**config.mk**
```make
export PLATFORM = sky130hd
export DESIGN_NAME = i2s_receiver
export DESIGN_NICKNAME = d
export VERILOG_FILES = /design/src/rtl/i2s_receiver.sv
export SDC_FILE = /design/constraint.sdc
export NUM_CORES = 1
export LEC_CHECK = 0
export ABC_AREA = 1
export CAP_MARGIN = 20
export CELL_PAD_IN_SITES_DETAIL_PLACEMENT = 1
export CELL_PAD_IN_SITES_GLOBAL_PLACEMENT = 1
export CORE_MARGIN = 2
export CORE_UTILIZATION = 25
export CTS_CLUSTER_DIAMETER = 50
export DETAILED_ROUTE_END_ITERATION = 7
export GPL_ROUTABILITY_DRIVEN = 0
export PLACE_DENSITY_LB_ADDON = 0.2
export SYNTH_ARGS = -nofsm -noshare
export SYNTH_HDL_FRONTEND = slang
export SYNTH_SLANG_ARGS = --single-unit
```
**constraint.sdc**
```tcl
create_clock -name s_clk -period 5.3 [get_ports s_clk]
set_clock_uncertainty 0.1 [all_clocks]
set_input_delay 1.59 -clock s_clk [delete_from_list [all_inputs] [get_ports s_clk]]
set_output_delay 1.59 -clock s_clk [all_outputs]
set_load 0.005 [all_outputs]
```
**src/rtl/i2s_receiver.sv**
```systemverilog
// I2S receiver: recovers left/right words from an I2S bit stream clocked by
// s_clk and queues complete stereo pairs in a small first-word-fall-through
// FIFO. Partial frames (short slots, reset mid-frame, right without a left)
// never reach the output.
module i2s_receiver #(
  parameter int DATA_WIDTH = 16,
  parameter int FIFO_DEPTH = 4,
  localparam int PTR_W = $clog2(FIFO_DEPTH),
  localparam int LVL_W = PTR_W + 1,
  localparam int CNT_W = (DATA_WIDTH > 1) ? $clog2(DATA_WIDTH) : 1
) (
  input  logic                  s_clk,
  input  logic                  reset,
  input  logic                  word_select,
  input  logic                  sound_bit_in,
  output logic [DATA_WIDTH-1:0] left_out,
  output logic [DATA_WIDTH-1:0] right_out,
  output logic                  out_valid,
  input  logic                  out_ready,
  output logic [LVL_W-1:0]      fifo_level,
  output logic                  overflow,
  output logic                  frame_error,
  input  logic                  clear_flags
);

  typedef enum logic [1:0] {
    IDLE  = 2'd0,
    SHIFT = 2'd1,
    PAD   = 2'd2
  } state_t;

  localparam logic [CNT_W-1:0] LAST_BIT = CNT_W'(DATA_WIDTH - 1);
  localparam logic [LVL_W-1:0] FULL_LVL = LVL_W'(FIFO_DEPTH);

  // Framing state
  state_t                 state;
  logic                   ws_q;
  logic [CNT_W-1:0]       bit_cnt;
  logic [DATA_WIDTH-2:0]  shift_reg;

  // Left-channel holding register
  logic [DATA_WIDTH-1:0]  left_hold;
  logic                   left_held;

  // FIFO storage and bookkeeping
  logic [DATA_WIDTH-1:0]  mem_left  [FIFO_DEPTH];
  logic [DATA_WIDTH-1:0]  mem_right [FIFO_DEPTH];
  logic [PTR_W-1:0]       wr_ptr;
  logic [PTR_W-1:0]       rd_ptr;

  // Decoded per-cycle events
  logic                   ws_edge;
  logic                   last_bit;
  logic                   short_slot;
  logic                   commit_left;
  logic                   commit_right;
  logic [DATA_WIDTH-1:0]  word_done;
  logic                   push_req;
  logic                   pop;
  logic                   full;
  logic                   do_push;
  logic                   overflow_set;

  // The word completes with the bit sampled in the current cycle, so the
  // committed value is the shift register with the incoming bit appended.
  assign word_done = {shift_reg, sound_bit_in};

  assign ws_edge      = (word_select != ws_q);
  assign last_bit     = (state == SHIFT) && (bit_cnt == LAST_BIT);
  // A WS edge before the final bit means the slot was too short.
  assign short_slot   = (state == SHIFT) && !last_bit && ws_edge;
  // ws_q still carries the channel of the slot that is ending, even when the
  // LSB coincides with the next WS edge.
  assign commit_left  = last_bit && !ws_q;
  assign commit_right = last_bit && ws_q;

  assign push_req     = commit_right && left_held;
  assign full         = (fifo_level == FULL_LVL);
  assign out_valid    = (fifo_level != '0);
  assign pop          = out_valid && out_ready;
  // When full, a push only lands if the head leaves in the same cycle.
  assign do_push      = push_req && (!full || pop);
  assign overflow_set = push_req && full && !pop;

  // Head of the FIFO, forced to zero while empty so reset leaves clean outputs.
  assign left_out  = out_valid ? mem_left[rd_ptr]  : '0;
  assign right_out = out_valid ? mem_right[rd_ptr] : '0;

  // Slot framing FSM: WS edge detection, bit counting and deserialisation.
  always_ff @(posedge s_clk or negedge reset) begin
    if (!reset) begin
      state     <= IDLE;
      ws_q      <= 1'b0;
      bit_cnt   <= '0;
      shift_reg <= '0;
    end else begin
      ws_q <= word_select;
      case (state)
        IDLE: begin
          // Stay deaf until a slot boundary so a partial slot is discarded.
          if (ws_edge) begin
            state   <= SHIFT;
            bit_cnt <= '0;
          end
        end
        SHIFT: begin
          if (last_bit) begin
            bit_cnt <= '0;
            // Minimum-length slots: the LSB and the next boundary coincide.
            state   <= ws_edge ? SHIFT : PAD;
          end else if (ws_edge) begin
            // Short slot: drop what was collected and start the new slot.
            bit_cnt <= '0;
            state   <= SHIFT;
          end else begin
            shift_reg <= word_done[DATA_WIDTH-2:0];
            bit_cnt   <= bit_cnt + 1'b1;
          end
        end
        PAD: begin
          // Bits beyond DATA_WIDTH are ignored until the next boundary.
          if (ws_edge) begin
            state   <= SHIFT;
            bit_cnt <= '0;
          end
        end
        default: begin
          state   <= IDLE;
          bit_cnt <= '0;
        end
      endcase
    end
  end

  // Left holding register: pairs a completed left word with the next right word.
  always_ff @(posedge s_clk or negedge reset) begin
    if (!reset) begin
      left_hold <= '0;
      left_held <= 1'b0;
    end else if (short_slot) begin
      left_held <= 1'b0;
    end else if (commit_left) begin
      left_hold <= word_done;
      left_held <= 1'b1;
    end else if (commit_right) begin
      left_held <= 1'b0;
    end
  end

  // FIFO storage: written only; the head is read combinationally.
  always_ff @(posedge s_clk) begin
    if (do_push) begin
      mem_left[wr_ptr]  <= left_hold;
      mem_right[wr_ptr] <= word_done;
    end
  end

  // FIFO pointers and occupancy; pointers wrap naturally at the power-of-two depth.
  always_ff @(posedge s_clk or negedge reset) begin
    if (!reset) begin
      wr_ptr     <= '0;
      rd_ptr     <= '0;
      fifo_level <= '0;
    end else begin
      if (do_push) begin
        wr_ptr <= wr_ptr + 1'b1;
      end
      if (pop) begin
        rd_ptr <= rd_ptr + 1'b1;
      end
      case ({do_push, pop})
        2'b10:   fifo_level <= fifo_level + 1'b1;
        2'b01:   fifo_level <= fifo_level - 1'b1;
        default: fifo_level <= fifo_level;
      endcase
    end
  end

  // Sticky error flags; a new event wins over a simultaneous clear.
  always_ff @(posedge s_clk or negedge reset) begin
    if (!reset) begin
      overflow    <= 1'b0;
      frame_error <= 1'b0;
    end else begin
      if (overflow_set) begin
        overflow <= 1'b1;
      end else if (clear_flags) begin
        overflow <= 1'b0;
      end
      if (short_slot) begin
        frame_error <= 1'b1;
      end else if (clear_flags) begin
        frame_error <= 1'b0;
      end
    end
  end

endmodule

```
; ---- Yosys cells after proc, flatten, opt, wreduce, memory -nomap -nowiden
; Memories as Yosys holds them, arrays and structs flattened.
; Cells that the tools add are included.
[totals]
regBits = 48
latch_bits = 0
mem_bits_rw = 128
romBits = 0
input_bits = 6
output_inout_bits = 38
wordCells = 72
mem_count = 2
[mem_list]
columns = name, words, word_bits, read_ports, rd_ports_with_merged_regs, wr, line_no
row1 = mem_left, 4, 16, 1, 0, 1, 46  ; logic [DATA_WIDTH-1:0] mem_left [FIFO_DEPTH];
row2 = mem_right, 4, 16, 1, 0, 1, 47  ; logic [DATA_WIDTH-1:0] mem_right [FIFO_DEPTH];
[op_classes]
n_addsub = 5
n_mul = 0
div_mod_pow = 0
n_lt_le_gt_ge = 0
n_eq_ne = 8
shifts = 0
mux = 19
bitwise = 3
reduce_logical = 24
[ops]
columns = operator, count
row1 = $mux W16, 2
row2 = $mux W4, 3
row3 = $logic_and A1 B1 Y1, 10
row4 = $mux W1, 8
row5 = $pmux W4 S2, 1
row6 = $mux W2, 3
row7 = $pmux W3 S2, 1
row8 = $reduce_bool A2 Y1, 3
row9 = $reduce_bool A3 Y1, 2
row10 = $add A2 B1 Y2 const B, 2
row11 = $add A4 B1 Y4 const B, 1
row12 = $eq A2 B1 Y1 const B, 2
row13 = $eq A2 B2 Y1 const B, 2
row14 = $eq A4 B4 Y1 const B, 1
row15 = $logic_not A1 Y1, 4
row16 = $pmux W2 S2, 1
row17 = $add A3 B1 Y3 const B, 1
row18 = $eq A3 B3 Y1 const B, 1
row19 = $not A1 Y1, 3
row20 = $reduce_and A3 Y1, 1
row21 = $sub A3 B1 Y3 const B, 1
row22 = $logic_not A2 Y1, 1
row23 = $ne A2 B1 Y1 const B, 1
row24 = $reduce_and A2 Y1, 1
row25 = 3 further kinds, 3

; ---- Logic depth before layout (Yosys ltp)
; Gate-level depths: netlist of run 1.
[depth]
word_depth = 7
ltp_mapped = 13
depth_no_buf = 13

; ---- Least setup slack after synthesis of run 1
; OpenSTA, ideal clock, no wires.
[synth_timing]
path_type = input -> register
from = input port out_ready
to = memory mem_left[0][0] (enable)
setup_ns = 0.421
t_arrival_ns = 3.306
required_ns = 4.779
slack_ns = 1.472
path_stages = 4
n_path_buf = 0
cell_sequence = inv_1 -> nand3_1 -> nand3_1 -> nor2_1
[synth_between]
elab_chain_len = 5
[synth_rtl]
columns = item, line_no
row1 = start: declaration, 19  ; input logic out_ready,
row2 = $logic_and A1 B1 Y1, 80  ; assign pop = out_valid && out_ready;
row3 = $logic_or A1 B1 Y1, 82  ; assign do_push = push_req && (!full || pop);
row4 = $logic_and A1 B1 Y1, 82
row5 = $mux W1, 152  ; if (do_push) begin
row6 = $mux W1 (implied by the code), 153  ; mem_left[wr_ptr] <= left_hold;
row7 = end: declaration, 46
; No other way between the ends.

; ---- Final worst setup path of run 1
[layout_timing]
from = register fifo_level[0]
to = output port left_out[1]
[layout_between]
elab_chain_len = 2
[layout_rtl]
columns = item, line_no
row1 = start: declaration, 20  ; output logic [LVL_W-1:0] fifo_level,
row2 = start signal: assignment, 172  ; 2'b10: fifo_level <= fifo_level + 1'b1;
row3 = start signal: assignment, 173  ; 2'b01: fifo_level <= fifo_level - 1'b1;
row4 = start signal: assignment, 174  ; default: fifo_level <= fifo_level;
row5 = $reduce_bool A3 Y1, 79  ; assign out_valid = (fifo_level != '0);
row6 = $mux W16, 86  ; assign left_out = out_valid ? mem_left[rd_ptr] : '0;
row7 = end: declaration, 16  ; output logic [DATA_WIDTH-1:0] left_out,
; No other way between the ends.

==> results by group, run 1 <==
STA
  • Final setup violation count: 0
  • Slew Limit Fails: 0
  • Minimum clock period: approximately 4.4 ns
  • Fin Setup TNS: 0 ns
  • Max Freq: approximately 0.23 GHz
  • Rel. slew slack: 40.3%
  • Worst Tran Pin Value: 0.894 ns
  • Final Hold Fails: 0
  • Fin crit share: 83.2%
  • RSZ-0062 raised after global routing: no

Power
  • PD cells: 506 mW/mm^2
  • Peak VDD IR: slightly above 0.2 mV
  • Seq pwr share: 38.3%
  • Static Leak: about 0.0031 uW
  • Combinational fraction of design power: ~34%
  • Pint: 2820 uW
  • Clock group share of total power: between 20 and 30%
  • Sw frac: between 30% and 40%
  • Psw: ~1500 uW

Detailed routing
  • Final Routed Wirelength: around 17 mm
  • DR vias/cell: between 4 and 5
  • Post-DRT Antenna Nets: 0
  • 1st-iter DRT viols: about 230
  • Post-DR wirelength/cell: 16.6 um
  • Post-route DRC: 0
  • Via count: ~4400
  • DR pass1 iterations: 4

Global route
  • Global route overflow: 0
  • Largest net degree at the start of global routing: between 60 and 70
  • Initial antenna violation count: 0
  • First-pass GRT wire length: ~28 mm
  • Vias in the first global route: 4844
  • GRT Total Usage: between 10% and 20%

Job
  • Max cap viols: 0

Floorplanning
  • Boundary Pins: 44
  • Die Area: roughly 0.030 sq mm
  • Chip Width: 173 um
  • Die Ht: between 150 and 200 um
  • CORE AREA: roughly 0.028 sq mm
  • Starting Density: 25.5%
  • Row count: just over 60

Clock tree
  • Clock slew at reported path FFs: roughly 0.07 ns
  • Clock Path Buffers: 2
  • Clock buffer count from CTS: 17
  • CTS tree: done
  • Clock root cell: clkbuf_16
  • Post-CTS Setup Bufs: 0
  • Post-CTS sizing: 0
  • Cts hold-fix bufs: 0
  • CTS Sinks: ~180
  • Clk Latency, worst-skew pair: about 0.43 ns
  • H-tree depth: 4

Placed design
  • Dpl hpwl: approximately 10 mm
  • Port bufs: 43
  • Placed inst area: 0.00794 sq mm

Layout
  • Area Overhead vs Synth: 19.9%
  • Net count, final: approximately 660
  • Biggest regs: mem_left: 64 flops, mem_right: 64 flops, left_hold: 16 flops
  • Ant diodes: 0
  • Final core occ: 30.5%
  • Layout cells sized above 1: 11.6%
  • Post-Layout Inst Area: 0.00851 sq mm

Logic synthesis
  • Top post-synthesis cells by area: edfxtp_1, dfrtp_1, nor2_1
  • Cell Area, Synth: approximately 0.007 sq mm
  • Yosys top cell area share: between 50% and 60%
  • Net count after synthesis: between 600 and 700
  • Post-synthesis sequential area ratio: between 70 and 80%
  • Unique masters post-synth: 30
  • Number of synthesized flops with an enable pin: about 130
  • Asr flop ratio synth: 27.3%
  • Commonest cells in the netlist: nor2_1, edfxtp_1, o21ai_0, nand2_1, dfrtp_1
  • Most frequent cell after synthesis: nor2_1
  • Post-synthesis area per instance: 11.7 sq um
  • Mapped Cells: ~600
  • Dominant synthesized flop cell: edfxtp_1
  • Seq cells post-synth: ~180
  • Number of synthesis warnings: 0
  • Largest area contributor in the netlist: edfxtp_1

Critical path
  • Crit Path Max Fanout: 19
  • CP required: approximately 3.6 ns
  • Worst Setup End Kind: output pin
  • Crit path DAT: about 2.7 ns
  • Startpoint Class: register
  • Crit Path Class: reg -> out

Run status
  • Outcome: complete, no violations

Hold path
  • Hold WC Path Type: reg -> reg
## power groups by stage
stage / combinational (uW) / clock, uW / sequential (uW)
detailed placement: 1490 / 0 / 1680
global placement: 1460 / 0 / 1670
global route: 1640 / 1300 / 1660
CTS: 1500 / 1250 / 1650
floorplan: 774 / 0 / 1650
finish: 1450 / 1210 / 1650
## routing by layer
layer | global-route usage (%) | share of wire (%)
met1 | 15.9 | 48
met2 | 20.0 | 48
met3 | 3.25 | 3.2
met4 | 2.56 | 0.60
met5 | 0 | 0
## worst paths after layout
path                                   end  cells past startpoint           from  slack [ns]
max                            left_out[1]                      6  fifo_level[0]        0.89
min                        mem_left[2][14]                      0  left_hold[14]        0.42
max reg2reg                 mem_left[3][6]                      6     bit_cnt[1]        2.76
min reg2reg                mem_left[2][14]                      0  left_hold[14]        0.42
max in group asynchronous     left_hold[1]                      2          reset        3.20
min in group asynchronous       bit_cnt[0]                      1          reset        1.08
## metrics by stage
| step | power, uW | worst slack [ns] | instances | hold slack [ns] |
|---|---|---|---|---|
| after global placement | 3140 | 1.34 | 1008 | 0.389 |
| after floorplan | 2420 | 1.47 | 607 | 0.370 |
| after CTS | 4400 | 0.800 | 1040 | 0.425 |
| after detailed placement | 3170 | 1.27 | 1008 | 0.406 |
| after global routing | 4600 | 0.627 | 1040 | 0.437 |
| final | 4300 | 0.891 | 1040 | 0.418 |
## layout by cell type (no fill, tap or decap), drive strengths merged
cell	count
ha	5
nand4	1
o21ai	99
buf	11
edfxtp	128
clkbuf	17
nor2	146
clkdlybuf4s50	42
clkinvlp	3
a22oi	1
nand3	8
dfrtp	48
xnor2	1
clkinv	6
a21oi	36
nand2	55
o22ai	2
mux2	1
xor2	2
fa	1
inv	46
nor3	3
## critical path, stage by stage (launching register included)
cell	delay (ns)
dfrtp_1	0.44
nor2_1	0.24
nand2_1	0.14
inv_1	0.50
buf_4	0.41
a21oi_1	0.09
clkdlybuf4s50_1	0.46
## cell families after synthesis
family                   synth area share, %
AO/OA/AOI/OAI                           10.6
XOR/XNOR                               0.476
adder cells (fa/ha/maj)                 1.16
buffers and inverters                   4.46
flip-flops                              71.1
multiplexers                           0.159
AND/OR/NAND/NOR                         12.1
## area by class of cell
class	instances	area [sq um]
clock buffer	17	425
clock inverter	15	148
fill	3073	19300
inverter	40	150
multi-input combinational	361	1770
sequential	176	5050
tap	378	473
timing repair buffer	53	500
Power figures use the tool's default switching activity.
==> run 2, diff against run 1 <==
==> constraint.sdc (replaced) <==
create_clock -name s_clk -period 4.5 [get_ports s_clk]
set_clock_uncertainty 0.1 [all_clocks]
set_input_delay 1.35 -clock s_clk [delete_from_list [all_inputs] [get_ports s_clk]]
set_output_delay 1.35 -clock s_clk [all_outputs]
set_load 0.005 [all_outputs]
==> run 2 against run 1 <==
  * Register-to-register slack worse by 0.78 ns
  * Hold slack worse by 0.0079 ns
  * Worst setup slack worse by 0.43 ns
  * Flip-flop and latch count stayed put
  * Critical path depth stayed put
==> results by group, run 2 (same netlist as run 1, synthesis figures left out) <==
Clock tree
  • Clock Path Buffers: 2
  • Clock slew at reported path FFs: 0.07 ns
  • Post-CTS sizing: 0
  • Cts hold-fix bufs: 0
  • CTS tree: done
  • Clock buffer count from CTS: 17
  • Clock root cell: clkbuf_16
  • Clk Latency, worst-skew pair: approximately 0.43 ns
  • Post-CTS Setup Bufs: 0
  • H-tree depth: 4
  • CTS Sinks: about 180

Placed design
  • Placed inst area: 0.00794 sq mm
  • Port bufs: between 40 and 50
  • Dpl hpwl: between 10 and 15 mm

Global route
  • Largest net degree at the start of global routing: 66
  • First-pass GRT wire length: between 20 and 30 mm
  • Global route overflow: 0
  • Initial antenna violation count: 0
  • GRT Total Usage: approximately an eighth
  • Vias in the first global route: 4919

Power
  • Static Leak: about 0.0032 uW
  • Peak VDD IR: approximately 0.25 mV
  • PD cells: 598 mW/mm^2

Run status
  • Outcome: complete, no violations

Layout
  • Ant diodes: 0
  • Post-Layout Inst Area: between 0.008 and 0.009 sq mm
  • Final core occ: between 30% and 40%
  • Biggest regs: mem_left: 64 flops, mem_right: 64 flops, left_hold: 16 flops
  • FILL cells: just over 3000
  • Commonest non-fill, non-tap cell in the layout: nor2_1
  • Most frequent cells in the layout: nor2_1, edfxtp_1, o21ai_0, nand2_1, dfrtp_1
  • Area Overhead vs Synth: 20.4%
  • Layout cells sized above 1: about 12%
  • Net count, final: 663

Floorplanning
  • CORE AREA: approximately 0.028 sq mm
  • Die Area: between 0.02 and 0.03 sq mm
  • Chip Width: 173 um
  • Die Ht: between 150 and 200 um
  • Row count: 61
  • Starting Density: between 20 and 30%
  • Boundary Pins: between 40 and 50

Detailed routing
  • Post-route DRC: 0
  • Post-DRT Antenna Nets: 0
  • Via count: ~4500
  • Post-DR wirelength/cell: 16.2 um
  • 1st-iter DRT viols: between 200 and 250
  • DR vias/cell: around 4.3
  • Final Routed Wirelength: 16.9 mm
  • DR pass1 iterations: 5

STA
  • Fin Setup TNS: 0 ns
  • Final hold slack: 0.410 ns
  • Max Freq: approximately 0.25 GHz
  • RSZ-0062 raised after global routing: no
  • Worst Tran Pin Value: roughly 0.76 ns
  • Final Hold Fails: 0
  • Final setup violation count: 0
  • Rel. slew slack: about half
  • Slew Limit Fails: 0
  • Fin crit share: approximately nine tenths
  • Minimum clock period: ~4 ns

Critical path
  • Slowest CP cell: buf_4
  • CP dominant cell by count: nor2_1
  • Crit path DAT: 2.59 ns
  • Largest stage delay on the critical path: ~0.60 ns
  • Worst Setup End Kind: output pin
  • WP buf/inv: 2
  • Startpoint Class: register
  • Worst path cell trace: buf_4 > nor2_1 > nor2_1 > o21ai_0 > a21oi_1 > clkdlybuf4s50_1
  • CP delay by family, top: buffers and inverters
  • Crit Path Class: reg -> out
  • CP required: 3.05 ns
  • Crit Path Max Fanout: 65

Job
  • Max cap viols: 0

Hold path
  • Hold WC Path Type: reg -> reg
[run 2: cell types whose count changed in the layout (fill, tap and decap cells not counted), sizes merged]
cell,previous run,this run
buf,11,13
clkinvlp,3,1
clkbuf,17,20
clkinv,6,3
bufinv,0,2
[run 2: metrics by stage]
step / instances / setup WS, ns / power, uW
after floorplan: 607 / 0.912 / 2850
after global placement: 1009 / 0.915 / 3690
after detailed placement: 1009 / 0.888 / 3720
after CTS: 1041 / 0.399 / 5230
after global routing: 1042 / 0.210 / 5470
final: 1042 / 0.463 / 5110
[run 2: worst paths after layout]
| path | start | slack, ns | to | depth (start not counted) |
|---|---|---|---|---|
| worst max-delay path | rd_ptr[0] | 0.46 | right_out[5] | 6 |
| worst max register to register | bit_cnt[0] | 1.98 | mem_left[3][7] | 6 |
| worst min register to register | left_hold[12] | 0.41 | mem_left[3][12] | 0 |
| min in group asynchronous | reset | 0.73 | bit_cnt[2] | 1 |
| worst min-delay path | left_hold[12] | 0.41 | mem_left[3][12] | 0 |
| max in group asynchronous | reset | 2.89 | left_hold[12] | 3 |
[run 2: final cells by class]
type | instances | area, sq um | share of cell area (%)
inverter | 40 | 150 | 1.76
tap | 378 | 473 | 5.53
clock buffer | 20 | 437 | 5.11
multi-input combinational | 361 | 1770 | 20.7
clock inverter | 12 | 148 | 1.73
timing repair buffer | 55 | 528 | 6.18
sequential | 176 | 5050 | 59.0
[run 2: report_power, final]
part	switching, uW	total, uW	internal [uW]
registers	100	1940	1840
logic	938	1700	758
clock network	640	1470	833
total	1680	5110	3430
[run 2: layer usage]
metal	part of all wire, %	global-route usage (%)	vias to the layer above
met2	49	20.3	53
met5	0	0	-
met1	47	14.6	2237
li1	-	-	2163
met3	2.8	2.94	17
met4	1.4	4.17	0
==> edit 1 (flow settings as in run 1) <==
Set the parameter `DATA_WIDTH` to 32 (it was 16).
--- a/src/rtl/i2s_receiver.sv
+++ b/src/rtl/i2s_receiver.sv
@@ -4,5 +4,5 @@
 // never reach the output.
 module i2s_receiver #(
-  parameter int DATA_WIDTH = 16,
+  parameter int DATA_WIDTH = 32,
   parameter int FIFO_DEPTH = 4,
   localparam int PTR_W = $clog2(FIFO_DEPTH),
Interface: changed (resized left_out and right_out); port bits go from 44 to 76. The function was not compared with the original's and may differ.
==> edit 1 against run 1 <==
- non-clock buffer count rose by 47
- highest routed layer unchanged
- design area is 92% higher
- register-to-register slack lost 0.44 ns
- die area rose by 85%
- synthesized area up 87%
- routed wire length grew 100%
- sequential cell count is 161 higher
- total power rose by 48%
- synthesized cell count rose by 82%
- worst setup slack lost 0.16 ns
- count of clock-buffer cells in the layout grew 43
- critical endpoint is now left_out[6]
- hold slack worse by 0.013 ns
==> edit 1: results (changes against run 1) <==
stage,metric,value,unit,change
global_route,first-pass GRT wire length,54210,um,+96%
global_route,largest net degree at the start of global routing,130,,+97%
pwr,Pleak,5.959,nW,+90%
pwr,VDD IR-drop max,0.0001895,V,-7.1%
global_route,vias in the first global route,8985,,+85%
global_route,gr usage total,13.09,%,+1.0 points
global_route,initial antenna violation count,0,,unchanged
pwr,Clk. pwr,0.00301,W,+150%
clocking,"Reg clk slew, reported paths",0.05,ns,-0.02 ns
route,Pre-antenna DRT Iters,4,,unchanged
critical_path,Critical R2R Capture,mem_left[0][3],,
synthesis,commonest cells in the synthesized netlist,"270 x nor2_1, 256 x edfxtp_1, 158 x o21ai_0",,
critical_path,CP max-delay cell,clkdlybuf4s50_1,,
synthesis,syn nets,1120,,+81%
clocking,clock latency on the worst-skew pair,0.56,ns,+0.13 ns
route,DRT iter0 DRCs,446,,+96%
clocking,Post-CTS Setup Bufs,0,,unchanged
critical_path,Worst Setup SP,rd_ptr[0],,
critical_path,Crit path arrival time,2.88,ns,+0.16 ns
pwr,Pint,0.004908,W,+74%
critical_path,critical path capture point,left_out[6],,
route,Routed WL,34600,um,+100%
run_status,status,"finished, final reports clean",,
place,I/O Buffers,75,,+74%
critical_path,Crit Path Max Fanout,36,,+17
clocking,Clock Tree Buf Depth,3,,+1
synthesis,fraction of registers with async set/reset,24.04,%,-3.2 points
timing,Slew Limit Headroom,31.19,%,-9.1 points
critical_path,RR Startpoint,bit_cnt[0],,
timing,setup ws final,0.7321,ns,-0.1594 ns
clocking,H-Tree Depth,2,,-2
cells_and_area,biggest regs,"mem_left: 128 flops, mem_right: 128 flops, left_hold: 32 flops",,
synthesis,Post-synth EDFFs,256,,+100%
cells_and_area,fraction of layout cells with a size suffix above 1,11.74,%,+0.10 points
synthesis,leading post-synthesis cells by cell area,"edfxtp_1 58%, dfrtp_1 15%, nor2_1 7.6%, o21ai_0 6.0%, a21oi_1 2.6%",,
place,dpl ws,1.286,ns,+0.01916 ns
critical_path,R2R Setup Slk,2.32,ns,-0.44 ns
critical_path,"slowest stage delay, CP",0.58,ns,+0.08 ns
clocking,CTS Buf Count,44,,+27
synthesis,sequential area share after synthesis,73.24,%,+2.2 points
pwr,sequential power,0.00310,W,+88%
place,hpwl dp,18990,um,+83%
critical_path,R2R depth,9,,+3
cells_and_area,fin nets,1205,,+82%
synthesis,number of library cell types mapped by synthesis,27,,-10%
route,DR vias,8328,,+88%
edit 1: final cells by class:
type / count / area, um^2
clock inverters: 21 / 270.3
multi-input cells: 654 / 3074
repair buffers: 100 / 985.9
fillers: 5714 / 36220
inverters: 55 / 207.7
flip-flops and latches: 337 / 9719
clock buffers: 60 / 1214
well taps: 688 / 860.8
edit 1: through the flow:
step	std cells	cell area (um^2)	total power (W)
after global routing	1915	16330	0.006624
after CTS	1915	16330	0.006473
after floorplan	1107	13260	0.003274
after detailed placement	1834	14850	0.003413
final	1915	16330	0.006358
after global placement	1834	14850	0.003402
edit 1: metal layers:
| metal | track usage, % | part of all wire [%] | up-vias |
|---|---|---|---|
| met5 | 0 | 0 | - |
| met4 | 3.597 | 1.9 | 0 |
| met3 | 2.955 | 4.2 | 48 |
| met2 | 21.84 | 47 | 123 |
| met1 | 17.08 | 46 | 4171 |
| li1 | - | - | 3986 |
edit 1: worst max-delay path: cells and delay by family (launching register included):
kind            cells  cell delay (ns)
flops               1             0.49
compound gates      2             0.49
buf+inv             3             1.34
edit 1: worst min-delay path by stage:
stage / startpoint / endpoint / slack, ns / cells past startpoint
5_1_grt: left_hold[28] / mem_left[3][28] / 0.44 / 0
3_5_place_dp: left_held / left_held / 0.40 / 2
6_report: left_held / left_held / 0.40 / 2
3_3_place_gp: left_held / left_held / 0.38 / 2
2_1_floorplan: left_held / left_held / 0.37 / 2
4_1_cts: left_held / left_held / 0.41 / 2
edit 1: cell families after synthesis:
kind of cell / Yosys count / synth area share, %
buffers and inverters: 116 / 3.830
xor gates and xnor gates: 3 / 0.1981
DFF: 337 / 73.24
and+or+nand+nor: 380 / 11.39
adders and majority gates: 7 / 0.7169
AOI/OAI and AO/OA: 264 / 10.63
==> edit 2 (flow settings as in run 1) <==
Without the edit above. Re-encode `state_t` (3 states) as one-hot, 3 bits wide.
--- a/src/rtl/i2s_receiver.sv
+++ b/src/rtl/i2s_receiver.sv
@@ -24,8 +24,8 @@
 );
 
-  typedef enum logic [1:0] {
-    IDLE  = 2'd0,
-    SHIFT = 2'd1,
-    PAD   = 2'd2
+  typedef enum logic [2:0] {
+    IDLE  = 3'b001,
+    SHIFT = 3'b010,
+    PAD   = 3'b100
   } state_t;
 
Behaviour: no difference found for any inputs over 10 cycles, from zero or initial values and one cycle with reset low; not proved beyond that.
==> edit 2 against run 1 <==
- hold slack better by 0.018 ns
- sequential cell count up 1
- worst setup slack better by 0.088 ns
- routed wire length up 0.48%
- final cell count up 0.58%
- design area up 1.2%
- total power up 4.1%
- synthesized area up 1.3%
- count of clock-buffer cells in the layout unchanged
- critical path type unchanged
- largest power group unchanged
==> edit 2: results (changes against run 1) <==
stage,metric,value,unit,change
run_status,status,"finished, final reports clean",,
place,hpwl dp,10050,um,-3.0%
critical_path,critical path capture point,left_out[15],,
critical_path,CP max-delay cell,clkdlybuf4s50_1,,
route,DR vias,4539,,+2.6%
cells_and_area,Clock-cell share,6.854,%,+0.12 points
synthesis,synthesized instance count,607,,unchanged
route,DRT iter0 DRCs,219,,-3.5%
synthesis,leading post-synthesis cells by cell area,"edfxtp_1 53%, dfrtp_1 17%, nor2_1 7.4%, o21ai_0 4.8%, a21oi_1 2.4%",,
global_route,met3 usage,2.303,%,-0.95 points
synthesis,number of library cell types mapped by synthesis,35,,+17%
route,met2 wire length,8595,um,+4.1%
global_route,gr usage total,12.15,%,+0.077 points
synthesis,sequential area share after synthesis,70.54,%,-0.54 points
critical_path,"slowest stage delay, CP",0.56,ns,+0.06 ns
critical_path,Crit Path Max Fanout,34,,+15
critical_path,Crit path arrival time,2.63,ns,-0.09 ns
synthesis,commonest cells in the synthesized netlist,"141 x nor2_1, 128 x edfxtp_1, 69 x o21ai_0",,
global_route,vias in the first global route,4926,,+1.7%
hold_path,Hold Crit Start,left_hold[4],,
place,Area after DPL,8005,um^2,+0.87%
timing,Highest Clock Rate,231.5,MHz,+2.0%
route,Metal-1 WL,8024,um,-3.8%
route,Avg WL per Cell,16.57,um,about the same
critical_path,Critical R2R Capture,mem_right[0][5],,
timing,Hold WS,0.4356,ns,+0.01778 ns
critical_path,Worst Setup SP,rd_ptr[1],,
cells_and_area,Non-clock buffering overhead,5.954,%,+0.073 points
synthesis,fraction of registers with async set/reset,27.68,%,+0.41 points
route,met3 WL,494,um,-9.2%
route,DR vias/cell,4.339,,+2.0%
cells_and_area,fin nets,661,,unchanged
global_route,first-pass GRT wire length,28030,um,+1.3%
route,Post-DRT Antenna Nets,0,,unchanged
cells_and_area,Reg area,5072,um^2,+0.52%
clocking,cts repair resizes,0,,unchanged
clocking,CTS sink cnt,177,,+0.57%
hold_path,Worst Hold End,mem_left[1][4],,
cells_and_area,fraction of layout cells with a size suffix above 1,12.39,%,+0.76 points
critical_path,RR Startpoint,bit_cnt[1],,
pwr,Pleak,3.051,nW,-2.9%
clocking,clock latency on the worst-skew pair,0.43,ns,about the same
cells_and_area,FILL cells,3194,,+3.9%
place,dpl ws,1.359,ns,+0.09201 ns
synthesis,"Cell Area, Synth",7189,um^2,+1.3%
global_route,M2 GR Usage,20.35,%,+0.37 points
cells_and_area,multi-input logic area,1798,um^2,+1.8%
cells_and_area,multi-input logic cell count,357,,-1.1%
cells_and_area,sequential share of cell area,58.87,%,-0.43 points
cells_and_area,Non-clk invs,43,,+7.5%
global_route,met1 GRT Util,16.01,%,+0.14 points
pwr,VDD IR-drop max,0.0002356,V,+15%
critical_path,R2R Setup Slk,2.89,ns,+0.13 ns
timing,Slew Limit Headroom,37.47,%,-2.8 points
place,Placed Instances,1013,,+0.50%
==> edit 2: cell types whose count changed in the layout (fill, tap and decap cells not counted), sizes merged, moves of 2 or more <==
cell	change
inv	+6
nand2	-6
clkinvlp	-3
nor2	-3
nand4	+2
o21ai	+2
==> edit 2: logic make-up (layout without fill, tap and decap cells) <==
logic type               after synthesis  in the layout  share of synthesized area, %
buffers and inverters                 73            128                         4.734
AO/OA/AOI/OAI                        141            141                         10.74
flip-flops                           177            177                         70.54
adder cells (fa/ha/maj)                6              6                         1.149
XOR/XNOR                               5              5                        0.7137
multiplexers                           1              1                        0.2088
AND/OR/NAND/NOR                      204            204                         11.92
==> edit 2: report_power, final <==
group | leakage (nW) | switching [W] | total, W | internal, W
Sequential | 1.73 | 0.000129 | 0.00176 | 0.00163
Clock | 0.290 | 0.000611 | 0.00124 | 0.000634
Combinational | 1.03 | 0.000812 | 0.00148 | 0.000663
